$ cat src/rtl/multi_accumulator_pkg.sv
// Shared types for the multi-channel accumulator.
// Contents: STATE_W (state encoding width) and state_e (ST_ACCUM, ST_DRAIN).
package multi_accumulator_pkg;

  localparam int unsigned STATE_W = 1;

  typedef enum logic [STATE_W-1:0] {
    ST_ACCUM = 1'b0,
    ST_DRAIN = 1'b1
  } state_e;

endpackage

$ cat src/rtl/acc_lane.sv
// One accumulator channel: a running sum register plus a sticky overflow flag.
// Ports:
//   clk_i, rst_i  clock, synchronous active-high reset
//   add_en_i      add data_i into the sum this cycle
//   data_i        unsigned sample, zero-extended before the add
//   clr_i         clear sum and overflow flag (wins over add_en_i)
//   sum_o         current sum
//   ovf_o         sticky overflow flag
// Build option: MULTI_ACCUMULATOR_SAT_EN defined clamps the sum at all-ones on a
// carry out; undefined wraps modulo 2^ACC_WIDTH_P. The flag is the same in both.
module acc_lane
  import multi_accumulator_pkg::*;
#(
  parameter int unsigned WIDTH_P     = 8,
  parameter int unsigned ACC_WIDTH_P = 16
) (
  input  logic                   clk_i,
  input  logic                   rst_i,
  input  logic                   add_en_i,
  input  logic [WIDTH_P-1:0]     data_i,
  input  logic                   clr_i,
  output logic [ACC_WIDTH_P-1:0] sum_o,
  output logic                   ovf_o
);

  logic [ACC_WIDTH_P-1:0] sum_q, sum_d;
  logic                   ovf_q, ovf_d;
  logic [ACC_WIDTH_P:0]   sum_ext;
  logic                   carry;

  // One extra bit so the carry out is observable.
  assign sum_ext = {1'b0, sum_q} + {{(ACC_WIDTH_P - WIDTH_P + 1){1'b0}}, data_i};
  assign carry   = sum_ext[ACC_WIDTH_P];

  always_comb begin
    sum_d = sum_q;
    ovf_d = ovf_q;
    if (clr_i) begin
      sum_d = '0;
      ovf_d = 1'b0;
    end else if (add_en_i) begin
      ovf_d = ovf_q | carry;
`ifdef MULTI_ACCUMULATOR_SAT_EN
      sum_d = carry ? '1 : sum_ext[ACC_WIDTH_P-1:0];
`else
      sum_d = sum_ext[ACC_WIDTH_P-1:0];
`endif
    end
  end

  always_ff @(posedge clk_i) begin
    if (rst_i) begin
      sum_q <= '0;
      ovf_q <= 1'b0;
    end else begin
      sum_q <= sum_d;
      ovf_q <= ovf_d;
    end
  end

  assign sum_o = sum_q;
  assign ovf_o = ovf_q;

endmodule

$ cat src/rtl/multi_accumulator.sv
// Multi-channel accumulator with a valid/ready sample input and a drain stream
// that reads out and clears every channel in index order.
// Ports:
//   clk_i, rst_i               clock, synchronous active-high reset
//   in_valid_i/in_ready_o      input handshake; ready only while accumulating
//   in_data_i, in_chan_i       sample and target channel (out-of-range dropped)
//   drain_i                    start a drain (ignored while draining)
//   out_valid_o/out_ready_i    drain beat handshake
//   out_data_o, out_chan_o     sum and channel of the current beat
//   out_last_o                 current beat is the last channel
//   ovf_o                      per-channel sticky overflow
//   busy_o                     draining
// Build option: MULTI_ACCUMULATOR_SAT_EN selects saturating sums (see acc_lane).
module multi_accumulator
  import multi_accumulator_pkg::*;
#(
  parameter int unsigned WIDTH_P     = 8,
  parameter int unsigned ACC_WIDTH_P = 16,
  parameter int unsigned CHANNELS_P  = 4,
  localparam int unsigned CHAN_W     = $clog2(CHANNELS_P)
) (
  input  logic                   clk_i,
  input  logic                   rst_i,
  input  logic                   in_valid_i,
  output logic                   in_ready_o,
  input  logic [WIDTH_P-1:0]     in_data_i,
  input  logic [CHAN_W-1:0]      in_chan_i,
  input  logic                   drain_i,
  output logic                   out_valid_o,
  input  logic                   out_ready_i,
  output logic [ACC_WIDTH_P-1:0] out_data_o,
  output logic [CHAN_W-1:0]      out_chan_o,
  output logic                   out_last_o,
  output logic [CHANNELS_P-1:0]  ovf_o,
  output logic                   busy_o
);

  state_e              state_q, state_d;
  logic [CHAN_W-1:0]   idx_q, idx_d;
  logic                draining;
  logic                in_hs, out_hs;
  logic                idx_last;
  logic [ACC_WIDTH_P-1:0] sums [CHANNELS_P];

  assign draining = (state_q == ST_DRAIN);
  assign in_hs    = in_valid_i & in_ready_o;
  assign out_hs   = draining & out_ready_i;
  assign idx_last = (idx_q == CHAN_W'(CHANNELS_P - 1));

  always_comb begin
    state_d = state_q;
    idx_d   = idx_q;
    unique case (state_q)
      ST_ACCUM: begin
        if (drain_i) begin
          state_d = ST_DRAIN;
          idx_d   = '0;
        end
      end
      ST_DRAIN: begin
        if (out_ready_i) begin
          if (idx_last) begin
            state_d = ST_ACCUM;
            idx_d   = '0;
          end else begin
            idx_d = idx_q + CHAN_W'(1);
          end
        end
      end
      default: begin
        state_d = ST_ACCUM;
        idx_d   = '0;
      end
    endcase
  end

  always_ff @(posedge clk_i) begin
    if (rst_i) begin
      state_q <= ST_ACCUM;
      idx_q   <= '0;
    end else begin
      state_q <= state_d;
      idx_q   <= idx_d;
    end
  end

  // An out-of-range channel matches no lane, so the beat is accepted and dropped.
  for (genvar gi = 0; gi < CHANNELS_P; gi++) begin : g_lane
    logic add_en, clr;
    assign add_en = in_hs && (in_chan_i == CHAN_W'(gi));
    assign clr    = out_hs && (idx_q == CHAN_W'(gi));

    acc_lane #(
      .WIDTH_P    (WIDTH_P),
      .ACC_WIDTH_P(ACC_WIDTH_P)
    ) u_lane (
      .clk_i   (clk_i),
      .rst_i   (rst_i),
      .add_en_i(add_en),
      .data_i  (in_data_i),
      .clr_i   (clr),
      .sum_o   (sums[gi]),
      .ovf_o   (ovf_o[gi])
    );
  end

  // All outputs come from registered state only; no input-to-output paths.
  assign in_ready_o  = (state_q == ST_ACCUM);
  assign busy_o      = draining;
  assign out_valid_o = draining;
  assign out_data_o  = draining ? sums[idx_q] : '0;
  assign out_chan_o  = draining ? idx_q : '0;
  assign out_last_o  = draining & idx_last;

endmodule

$ cat config.mk
export PLATFORM = sky130hd
export DESIGN_NAME = multi_accumulator
export DESIGN_NICKNAME = d
export VERILOG_FILES = /design/src/rtl/multi_accumulator_pkg.sv /design/src/rtl/acc_lane.sv /design/src/rtl/multi_accumulator.sv
export SDC_FILE = /design/constraint.sdc
export NUM_CORES = 1
export LEC_CHECK = 0
export BUFFER_PORTS_ARGS = -buffer_cell sky130_fd_sc_hd__buf_2
export CAP_MARGIN = 20
export CELL_PAD_IN_SITES_DETAIL_PLACEMENT = 1
export CELL_PAD_IN_SITES_GLOBAL_PLACEMENT = 1
export CORE_MARGIN = 1.5
export CORE_UTILIZATION = 40
export CTS_CLUSTER_SIZE = 20
export DETAILED_ROUTE_END_ITERATION = 8
export PLACE_DENSITY_LB_ADDON = 0.1
export SETUP_SLACK_MARGIN = 0.15
export SLEW_MARGIN = 20
export SYNTH_ARGS = -nofsm -noshare
export SYNTH_HDL_FRONTEND = slang
export SYNTH_HIERARCHICAL = 1
export SYNTH_SLANG_ARGS = --single-unit
$ cat constraint.sdc
create_clock -name clk_i -period 3.8 [get_ports clk_i]
set_input_delay 0.38 -clock clk_i [delete_from_list [all_inputs] [get_ports clk_i]]
set_output_delay 0.38 -clock clk_i [all_outputs]
set_load 0.01 [all_outputs]
==> results of run 1 <==
[routing by layer]
layer  share of wire [%]  up-vias  track usage [%]  wire [um]
met5                   0        -                0          0
li1                    -     2418                -          -
met2                  48       64             41.7       8190
met3                 3.5       20             4.69        592
met1                  46     2452             31.7       7780
met4                 2.0        0             7.38        342
[power by group through the flow]
stage	clock, mW	sequential (mW)	combinational (mW)
after floorplan	0	0.824	0.277
after global placement	0	0.860	0.326
after detailed placement	0	0.862	0.337
after CTS	0.845	0.846	0.339
after global routing	0.877	0.853	0.374
final	0.818	0.845	0.340
[cell usage after synthesis (10+ instances only)]
master / instances
a211oi_1: 10
a21oi_1: 32
clkbuf_1: 14
dfxtp_1: 71
ha_1: 37
inv_1: 16
mux2i_1: 44
nand2_1: 29
nand3_1: 50
nor2_1: 40
o211ai_1: 12
o21ai_0: 34
o22ai_1: 17
or3_1: 22
xor2_1: 18
[cells by family (layout without fill, tap and decap cells)]
kind of cell | count (synthesis) | after routing
muxes | 45 | 45
AOI/OAI and AO/OA | 175 | 175
DFF | 71 | 71
buffers and inverters | 51 | 77
and+or+nand+nor | 216 | 216
adders and majority gates | 41 | 41
xor gates and xnor gates | 26 | 26
[path summary, 6_finish.rpt]
check,startpoint,endpoint,slack (ns),cells after the start
worst max register to register,busy_o,g_lane[3].u_lane/sum_o[15],1.27,6
worst min register to register,g_lane[2].u_lane/ovf_o,g_lane[2].u_lane/ovf_o,0.46,1
worst max-delay path,busy_o,out_data_o[4],1.13,3
worst min-delay path,out_ready_i,busy_o,0.37,2
[state kept, by name (all words and copies together) (netlist names)]
| name | cells |
|---|---|
| busy_o | 1 |
| g_lane.u_lane/ovf_o | 4 |
| idx_q | 2 |
| g_lane.u_lane/sum_o | 64 |
[per-stage QoR]
stage	setup slack, ns	util [%]
global route	1.00	44.8
finish	1.13	44.8
floorplan	1.58	-
global placement	1.35	42.7
detailed placement	1.24	42.7
CTS	1.15	44.8
[cell type report]
class | instances | area share (%)
multi-input cells | 503 | 62.3
repair buffers | 46 | 4.15
inverters | 16 | 1.02
flip-flops and latches | 71 | 24.1
clock buffers | 15 | 4.70
well taps | 176 | 3.73
[worst max-delay path, cell delays in order, from the launching register on]
cell	delay (ns)
dfxtp_1	0.67
nand2_1	0.59
o22ai_1	0.48
buf_2	0.21
==> reports/metrics.yaml, run 1 <==
outcome: "completed"
hold_viol: 0
fin_hold_ws_ns: 0.365
die_w_um: 119
finalClockSkew_ns: 0.00409
syn_to_final_growth_pct: 9.85
syn_area_um2: 5380
pwr-share-clk_pct: 40.8
path_class: "reg2out"
yosys.area_share.simple_pct: 22.0
slew_viol_final: 0
min_period_over_period_pct: 70.2
crit_path_max_fanout: 18
insertion_delay_ns: 0.34
cts_tree: "yes"
io_pins: 41
p_switching_mw: 0.599
num_rows: 42
drc_errors: 0
startpoint_type: "register"
clk_pin_slew_ns: 0.06
drtIter0Drc: 230
place_hpwl_um: 12700
die-area_um2: 14100
antenna_found_initial: 0
final_cell_mix: "70 x dfxtp_1, 50 x nand3_1, 44 x mux2i_1"
io_buffers: 40
placedCellCount: 812
detail-route-antenna-nets: 0
cp.arrival_ns: 2.29
critical_path_required_ns: 3.42
p_leak_nw: 2.28
ys_seq_elements: 71
synthesis.yosys.warnings: 6
synth_top_cell_area_share_pct: 26.4
synth_fa_ha_area_share_pct: 10.1
synth_cell_types: 59
fmax_mhz: 375
combPwrFrac_pct: 17.0
synth_top_family_by_area: "compound AO/OA/AOI/OAI gates"
synth_compound_area_share_pct: 23.4
p_sw_share_pct: 29.9
holdCritPathClass: "in2reg"
start_util_pct: 40.8
dr.pass1.iters: 4
fin_tns_setup_ns: 0
netlist_top_cells_area: "dfxtp_1 26%, ha_1 8.6%, mux2i_1 8.2%"
grt_pass1_vias: 5042
die_h_um: 119
synthMuxAreaShare_pct: 8.40
cts_root_buffer: "clkbuf_16"
overflow: 0
p_seq_share_pct: 42.2
ys_async_sr_fraction_pct: 0
max_slew_margin_pct: 44.3
holdBufCountCts: 0
setup_viol: 0
postSynthNetCount: 681
vias: 4954
final_area_um2: 5900
grt_pass1_wl_um: 27100
internal_power_mw: 1.40
fin_nets: 703
fillers: 1586
grt_usage_pct: 24.6
post_drt_wl_per_cell_um: 20.4
cts_htree_levels: 3
cts_resized: 0
post_cts_buffers: 0
synth.avg_cell_area_um2: 8.60
grt_max_degree: 34
yosys.area.top_type: "dfxtp_1"
clkSinkCount: 71
drt_wl_total_um: 16900
finalPower_mw: 2.00
drv_cap: 0
via_per_inst: 5.99
post_dp_cell_area_um2: 5630
period_minus_slack_ns: 2.67
rsz0062_at_grt: "no"
gp_congestion: 0.849
synth_seq_area_share_pct: 26.4
irDropWorstVdd_uv: 218
worst_pin_slew_ns: 0.832
clockBufferDepth: 2
synthXorXnorAreaFrac_pct: 4.24
synthCells: 625
coreArea_um2: 13200
regArea_um2: 1420
multi_input_area_um2: 3680
ys.flop_type: "dfxtp_1"
diodes: 0
synth_edf_count: 0
drive_gt1_share_pct: 15.2
fin_cells: 827
power_density_nw_per_um2: 339
endpoint_kind: "output pin"
numCtsBuffers: 9
final_common_cell: "dfxtp_1"
(Power assumes the default switching activity.)
==> inputs of run 2 (changes only) <==
==> constraint.sdc (replaced) <==
create_clock -name clk_i -period 2.1 [get_ports clk_i]
set_input_delay 0.21 -clock clk_i [delete_from_list [all_inputs] [get_ports clk_i]]
set_output_delay 0.21 -clock clk_i [all_outputs]
set_load 0.01 [all_outputs]
==> run 2 against run 1 <==
Net effect:
- first-iteration DRC count up 3.9%
- core utilization rose by 2.4 points
- register-to-register slack got worse by 1.1 ns
- worst hold slack worse by 0.18 ns
- total power increased by 87%
- clock skew up 0.0029 ns
- critical path depth up 1
- global-route usage fell by 0.42 points
- combinational power grew 99%
- largest power group is now clock
- sequential power rose by 80%
- highest routed layer unchanged
- sequential share of layout area is 1.2 points lower
==> reports/metrics.yaml, run 2 (synthesis gave the netlist of run 1 again) <==
power_density_nw_per_um2: 602
endpoint_kind: "output pin"
numCtsBuffers: 9
irDropWorstVdd_uv: 329
overflow: 0
grt_usage_pct: 24.2
fmax_mhz: 517
worst_pin_slew_ns: 0.486
outcome: "completed"
min_period_over_period_pct: 92.2
combPwrFrac_pct: 18.1
insertion_delay_ns: 0.34
place_hpwl_um: 12500
start_util_pct: 40.8
finalClockSkew_ns: 0.00697
layout_setup_ws_ns: 0.164
p_sw_share_pct: 30.1
cts_tree: "yes"
met2_usage_pct: 41.6
dr.pass1.iters: 4
gp_congestion: 0.831
regToRegStartpoint: "g_lane[2].u_lane/sum_o[0]"
period_minus_slack_ns: 1.94
num_rows: 42
use_met1_pct: 30.7
vias: 5067
internal_power_mw: 2.62
holdBufCountCts: 0
die_w_um: 119
post_drt_wl_per_cell_um: 19.6
final_cell_mix: "66 x dfxtp_1, 48 x nand3_1, 44 x mux2i_1"
p_leak_nw: 2.41
startpoint_type: "register"
antenna_found_initial: 0
cp.arrival_ns: 1.73
fin_cells: 849
path_class: "reg2out"
min-delay-start: "drain_i"
grt_pass1_wl_um: 27200
p_switching_mw: 1.13
via_per_inst: 5.97
largest_reg_flops: 64
die-area_um2: 14100
placedCellCount: 826
drtIter0Drc: 239
cts_htree_levels: 3
clockBufferDepth: 2
grt_pass1_vias: 5248
grt_max_degree: 33
io_buffers: 40
max_slew_margin_pct: 67.6
critical_path_required_ns: 1.89
clk_pin_slew_ns: 0.06
io_pins: 41
use_met3_pct: 2.63
drv_cap: 0
drc_errors: 0
diodes: 0
crit_path_max_fanout: 32
pre_cts_slack_ns: -0.0261
postLayoutCoreUtil_pct: 47.2
pwr-share-clk_pct: 41.3
detail-route-antenna-nets: 0
coreArea_um2: 13200
drive_gt1_share_pct: 22.3
cts_root_buffer: "clkbuf_16"
drt_wl_total_um: 16700
startpoint: "idx_q[0]"
hold_viol: 0
syn_to_final_growth_pct: 15.8
p_seq_share_pct: 40.7
slew_viol_final: 0
rsz0062_at_grt: "yes"
clkSinkCount: 71
setup_viol: 0
final_common_cell: "dfxtp_1"
holdCritPathClass: "in2reg"
die_h_um: 119
fin_nets: 724
top_usage_layer: "met2"
[run 2: path summary, 6_finish.rpt]
kind	endpoint	slack, ns	cells after the start
min	busy_o	0.18	3
max reg2reg	g_lane[2].u_lane/sum_o[14]	0.20	7
min reg2reg	g_lane[1].u_lane/sum_o[13]	0.50	2
max	out_data_o[4]	0.16	4
[run 2: worst max-delay path, stage by stage, from the launching register on]
cell and delay [ns]:
dfxtp_2 0.46, buf_12 0.27, mux2i_1 0.27, o22ai_1 0.16
buf_2 0.18
[run 2: final cells by class]
cell class                      instances  area, um^2
Multi-Input combinational cell        503        3780
Clock inverter                          2        12.5
Inverter                               16        62.6
Timing Repair Buffer                   67         432
Fill cell                            1576        6970
Clock buffer                           14         284
Sequential cell                        71        1430
Tap cell                              176         220
[run 2: metrics by stage]
stage	power (mW)	cell area [um^2]	setup TNS, ns	hold slack [ns]
finish	3.74	6220	0	0.182
detailed placement	2.19	5760	-0.0949	0.480
CTS	3.75	6100	0	0.170
global route	3.93	6220	0	0.204
floorplan	2.00	5410	0	0.288
global placement	2.17	5760	0	0.471
[run 2: power groups by stage]
stage          sequential (mW)  combinational, mW  clock, mW
3_5_place_dp              1.54              0.646          0
6_report                  1.52              0.676       1.55
5_1_grt                   1.53              0.749       1.65
3_3_place_gp              1.54              0.626          0
2_1_floorplan             1.49              0.510          0
4_1_cts                   1.52              0.658       1.58
[run 2: routing by layer]
| layer | share of wire (%) | routed length [um] | vias up |
|---|---|---|---|
| met4 | 3.1 | 509 | 0 |
| met3 | 1.6 | 272 | 27 |
| met2 | 49 | 8130 | 54 |
| met1 | 47 | 7760 | 2511 |
| met5 | 0 | 0 | - |
| li1 | - | - | 2475 |
[run 2: repair_timing]
action,in CTS,in global routing
buffers inserted,0,7
endpoints found under the setup margin,49,40
gates resized for setup,15,21
pin swaps,6,11
